$ cat src/rtl/ttt_pkg.sv
// rtl/ttt_pkg.sv - shared types and constants for the turn controller
package ttt_pkg;

  localparam int CELLS = 9;

  typedef enum logic [1:0] {
    WAIT = 2'd0,
    EVAL = 2'd1,
    OVER = 2'd2
  } state_t;

  localparam logic [1:0] WIN_NONE = 2'b00;
  localparam logic [1:0] WIN_P1   = 2'b01;
  localparam logic [1:0] WIN_P2   = 2'b10;

  // Index 0..7: rows, columns, then the two diagonals.
  localparam logic [7:0][CELLS-1:0] WIN_LINES = {
    9'h054,  // 2-4-6
    9'h111,  // 0-4-8
    9'h124,  // 2-5-8
    9'h092,  // 1-4-7
    9'h049,  // 0-3-6
    9'h1c0,  // 6-7-8
    9'h038,  // 3-4-5
    9'h007   // 0-1-2
  };

endpackage

$ cat src/rtl/win_detect.sv
// rtl/win_detect.sv - combinational check of one occupancy mask against all win lines
module win_detect
  import ttt_pkg::*;
(
  input  logic [CELLS-1:0] mask,
  output logic             win
);

  always_comb begin
    win = 1'b0;
    for (int i = 0; i < 8; i++) begin
      if ((mask & WIN_LINES[i]) == WIN_LINES[i]) begin
        win = 1'b1;
      end
    end
  end

endmodule

$ cat src/rtl/turn_controller.sv
// rtl/turn_controller.sv - two-player move arbitration, board tracking and win/draw detection
module turn_controller #(
  parameter int CELLS = 9
) (
  input  logic             clk,
  input  logic             reset,
  input  logic             new_game,
  input  logic             move_valid,
  input  logic [3:0]       move_pos,
  output logic             turn,
  output logic [CELLS-1:0] p1_board,
  output logic [CELLS-1:0] p2_board,
  output logic             move_ack,
  output logic             move_err,
  output logic             game_over,
  output logic [1:0]       winner,
  output logic [3:0]       move_count
);

  import ttt_pkg::*;

  localparam logic [3:0] FULL_COUNT = 4'(CELLS);

  state_t           state, state_n;
  logic             turn_n;
  logic [CELLS-1:0] p1_n, p2_n;
  logic             ack_n, err_n, over_n;
  logic [1:0]       winner_n;
  logic [3:0]       count_n;
  logic [CELLS-1:0] cell_mask;
  logic [CELLS-1:0] mover_board;
  logic             mover_win;

  // Out-of-range positions decode to an empty mask, which makes them illegal.
  assign cell_mask   = (move_pos < FULL_COUNT) ? (CELLS'(1) << move_pos) : '0;
  assign mover_board = turn ? p2_board : p1_board;

  win_detect u_win_detect (
    .mask (mover_board),
    .win  (mover_win)
  );

  always_comb begin
    state_n  = state;
    turn_n   = turn;
    p1_n     = p1_board;
    p2_n     = p2_board;
    ack_n    = 1'b0;
    err_n    = 1'b0;
    over_n   = game_over;
    winner_n = winner;
    count_n  = move_count;
    case (state)
      WAIT: begin
        if (move_valid) begin
          if ((cell_mask != '0) && (((p1_board | p2_board) & cell_mask) == '0)) begin
            if (turn) p2_n = p2_board | cell_mask;
            else      p1_n = p1_board | cell_mask;
            count_n = move_count + 4'd1;
            ack_n   = 1'b1;
            state_n = EVAL;
          end else begin
            err_n = 1'b1;
          end
        end
      end
      EVAL: begin
        // A full board only counts as a draw when the last move did not win.
        if (mover_win) begin
          winner_n = turn ? WIN_P2 : WIN_P1;
          over_n   = 1'b1;
          state_n  = OVER;
        end else if (move_count == FULL_COUNT) begin
          winner_n = WIN_NONE;
          over_n   = 1'b1;
          state_n  = OVER;
        end else begin
          turn_n  = ~turn;
          state_n = WAIT;
        end
      end
      OVER: begin
        state_n = OVER;
      end
      default: begin
        state_n = WAIT;
      end
    endcase
  end

  always_ff @(posedge clk) begin
    if (reset || new_game) begin
      state      <= WAIT;
      turn       <= 1'b0;
      p1_board   <= '0;
      p2_board   <= '0;
      move_ack   <= 1'b0;
      move_err   <= 1'b0;
      game_over  <= 1'b0;
      winner     <= WIN_NONE;
      move_count <= 4'd0;
    end else begin
      state      <= state_n;
      turn       <= turn_n;
      p1_board   <= p1_n;
      p2_board   <= p2_n;
      move_ack   <= ack_n;
      move_err   <= err_n;
      game_over  <= over_n;
      winner     <= winner_n;
      move_count <= count_n;
    end
  end

endmodule

$ cat config.mk
export PLATFORM = sky130hd
export DESIGN_NAME = turn_controller
export DESIGN_NICKNAME = d
export VERILOG_FILES = /design/src/rtl/ttt_pkg.sv /design/src/rtl/win_detect.sv /design/src/rtl/turn_controller.sv
export SDC_FILE = /design/constraint.sdc
export NUM_CORES = 1
export LEC_CHECK = 0
export ABC_AREA = 1
export CORE_MARGIN = 3
export CORE_UTILIZATION = 53
export CTS_CLUSTER_DIAMETER = 200
export DETAILED_ROUTE_END_ITERATION = 7
export HOLD_SLACK_MARGIN = 0.1
export MAX_ROUTING_LAYER = met4
export PLACE_DENSITY = 0.95
export SYNTH_ARGS = -nofsm -noshare
export SYNTH_HDL_FRONTEND = slang
export SYNTH_HIERARCHICAL = 1
export SYNTH_SLANG_ARGS = --single-unit
$ cat constraint.sdc
create_clock -name clk -period 4.3 [get_ports clk]
set_input_delay 0.43 -clock clk [delete_from_list [all_inputs] [get_ports clk]]
set_output_delay 0.43 -clock clk [all_outputs]
set_load 0.01 [all_outputs]
==> impl_metrics.env <==
export IMPL_async_flop_share=0
export IMPL_drc=0
export IMPL_cts_sinks=30
export IMPL_yosysWarnings=6
export IMPL_core_sq_mm=0.002781
export IMPL_antenna_cells=0
export IMPL_endpoint_kind="output pin"
export IMPL_start_util=0.5610
export IMPL_cp_start_kind="register"
export IMPL_finClkSkew_ps=4.773
export IMPL_path_cells="clkdlybuf4s50_1"
export IMPL_area_growth_pct=25.58
export IMPL_reg2reg_slack_ps=2040
export IMPL_cp_top_family="flip-flops"
export IMPL_grtUsageTotal=0.2374
export IMPL_whs_ps=459.5
export IMPL_path_buf_inv=1
export IMPL_post_route_min_period_ps=2359
export IMPL_die_height_um=60.26
export IMPL_drive_above_1_share=0.06250
export IMPL_cp_max_fo=30
export IMPL_grt_overflow=0
export IMPL_cts_buffers=5
export IMPL_grt_pass1_wl_um=6341
export IMPL_finalCritPeriodShare=0.5485
export IMPL_synth_edf_count=0
export IMPL_synthFlopType="dfxtp_1"
export IMPL_netlist_area_sq_mm=0.001560
export IMPL_port_buffers=35
export IMPL_syn_avg_cell_area_sq_um=6.501
export IMPL_p_leak_nw=0.7955
export IMPL_slowest_delay_ps=900
export IMPL_slew_viol_final=0
export IMPL_arrival_ps=1930
export IMPL_cts_tree="built"
export IMPL_rsz0062_at_grt="no"
export IMPL_grt_pass1_vias=1547
export IMPL_antenna_found_initial=0
export IMPL_firstDrtPassIters=4
export IMPL_maxSlewHeadroom=0.4139
export IMPL_powerDensity_mw_per_mm2=253.7
export IMPL_finalHoldViolCount=0
export IMPL_finalSetupTns_ps=0
export IMPL_peakVddDrop_uv=241.6
export IMPL_ys_seq_area_frac=0.3849
export IMPL_synth_top_family_by_area="simple AND/OR/NAND/NOR gates"
export IMPL_gp_congestion=0.9604
export IMPL_path_class="register to output pin"
export IMPL_postCtsSetupRepairBufs=0
export IMPL_drtIter0Drc=104
export IMPL_viasPerCell=5.419
export IMPL_synth_most_common_cell="nand2_1"
export IMPL_synthTopCellsByCount="62 x nand2_1, 31 x inv_1, 30 x dfxtp_1"
export IMPL_max_cap_violations=0
export IMPL_rows=19
export IMPL_syn_nets=250
export IMPL_synth_distinct_cells=19
export IMPL_worst_pin_slew_ps=877.9
export IMPL_synth_area_leaders="dfxtp_1 38%, nand2_1 15%, a21oi_1 8.0%"
export IMPL_netlist_area_leader_share=0.3849
export IMPL_die_x_um=60.26
export IMPL_ant_nets=0
export IMPL_yosys_area_top_type="dfxtp_1"
export IMPL_vias=1642
export IMPL_fin_util=0.7045
export IMPL_hpwl_um=2683
export IMPL_synth_xor_area_frac=0.01123
export IMPL_synth_compound_area_frac=0.1187
export IMPL_ctsResizeCount=0
export IMPL_synth_seq_cells=30
export IMPL_clockRootBuffer="clkbuf_4"
export IMPL_holdBufCountCts=0
export IMPL_fillCellCount=254
export IMPL_synthCells=240
export IMPL_routed_wl_um=3768
export IMPL_nets=283
export IMPL_grt_max_degree=31
export IMPL_clock_latency_ps=340
export IMPL_required_ps=3870
export IMPL_ios=36
export IMPL_synthAdderAreaFrac=0.01604
export IMPL_dieArea_sq_mm=0.003631
export IMPL_power_uw=497.0
export IMPL_timing_fmax_mhz=424.0
export IMPL_status="finished clean"
export IMPL_post_drt_wl_per_cell_um=12.44
export IMPL_synth_area_mux_share=0
export IMPL_clkTransAtPathRegs_ps=90
export IMPL_setup_viol=0
export IMPL_cts_max_level=2
export IMPL_hold_path_class="register to register"
export IMPL_crit_slowest_cell="dfxtp_1"
export IMPL_clock_path_buffers=2
export IMPL_yosys_area_share_simple=0.3512
==> routing by layer <==
metal / track usage / vias up / share of wire
met5: - / - / 0
met4: 0.07595 / 0 / 0.016
met2: 0.3858 / 64 / 0.47
met3: 0.07559 / 10 / 0.075
met1: 0.2760 / 741 / 0.44
li1: - / 827 / -
==> flip-flops by register name, summed over array words and instances, names as in the netlist <==
register and flops:
move_count 4, p1_board 9, state 2, p2_board 9, move_ack 1, winner 2
turn 1, game_over 1, move_err 1
==> path summary, 6_finish.rpt <==
check,startpoint,to,cells after the start
worst max-delay path,turn,turn,1
worst min-delay path,game_over,game_over,2
worst max register to register,turn,turn,11
worst min register to register,game_over,game_over,2
==> area by class of cell <==
class,instances,area [sq um],share of cell area
timing repair buffer,35,350.3,0.1788
tap,31,38.79,0.01980
clock buffer,6,51.30,0.02618
inverter,38,142.6,0.07280
multi-input combinational,163,775.7,0.3959
sequential,30,600.6,0.3065
==> cells in the final DEF, fill, tap and decap left out <==
cell type        instances
inv_1                   31
clkinv_1                 1
nor2_1                  26
xor2_1                   2
nand3_1                 11
nand2_2                  3
ha_1                     2
a21oi_1                 25
clkdlybuf4s50_1         35
nand2_1                 62
inv_2                    6
o21ai_1                  2
nand2_4                  1
dfxtp_1                 30
nand4_1                 18
o21ai_0                 10
clkbuf_4                 5
clkbuf_8                 1
nor2_8                   1
==> where the power goes <==
group          switching [mW]  total, mW  internal, mW
sequential            0.00271      0.282         0.280
combinational          0.0301     0.0462        0.0161
clock                  0.0948      0.168        0.0735
total                   0.128      0.497         0.369
==> metrics by stage <==
stage               cells  instance area, sq um  setup WS (ps)
global placement      297                  1908           2060
floorplan             240                  1560           2402
detailed placement    297                  1908           2011
CTS                   303                  1959           1968
global route          303                  1959           1688
finish                303                  1959           1941
==> cells by family after synthesis <==
kind of cell | after synthesis
simple gates | 122
buf+inv | 47
compound gates | 37
flops | 30
xor+xnor | 2
fa+ha+maj | 2
Power figures use the tool's default switching activity.
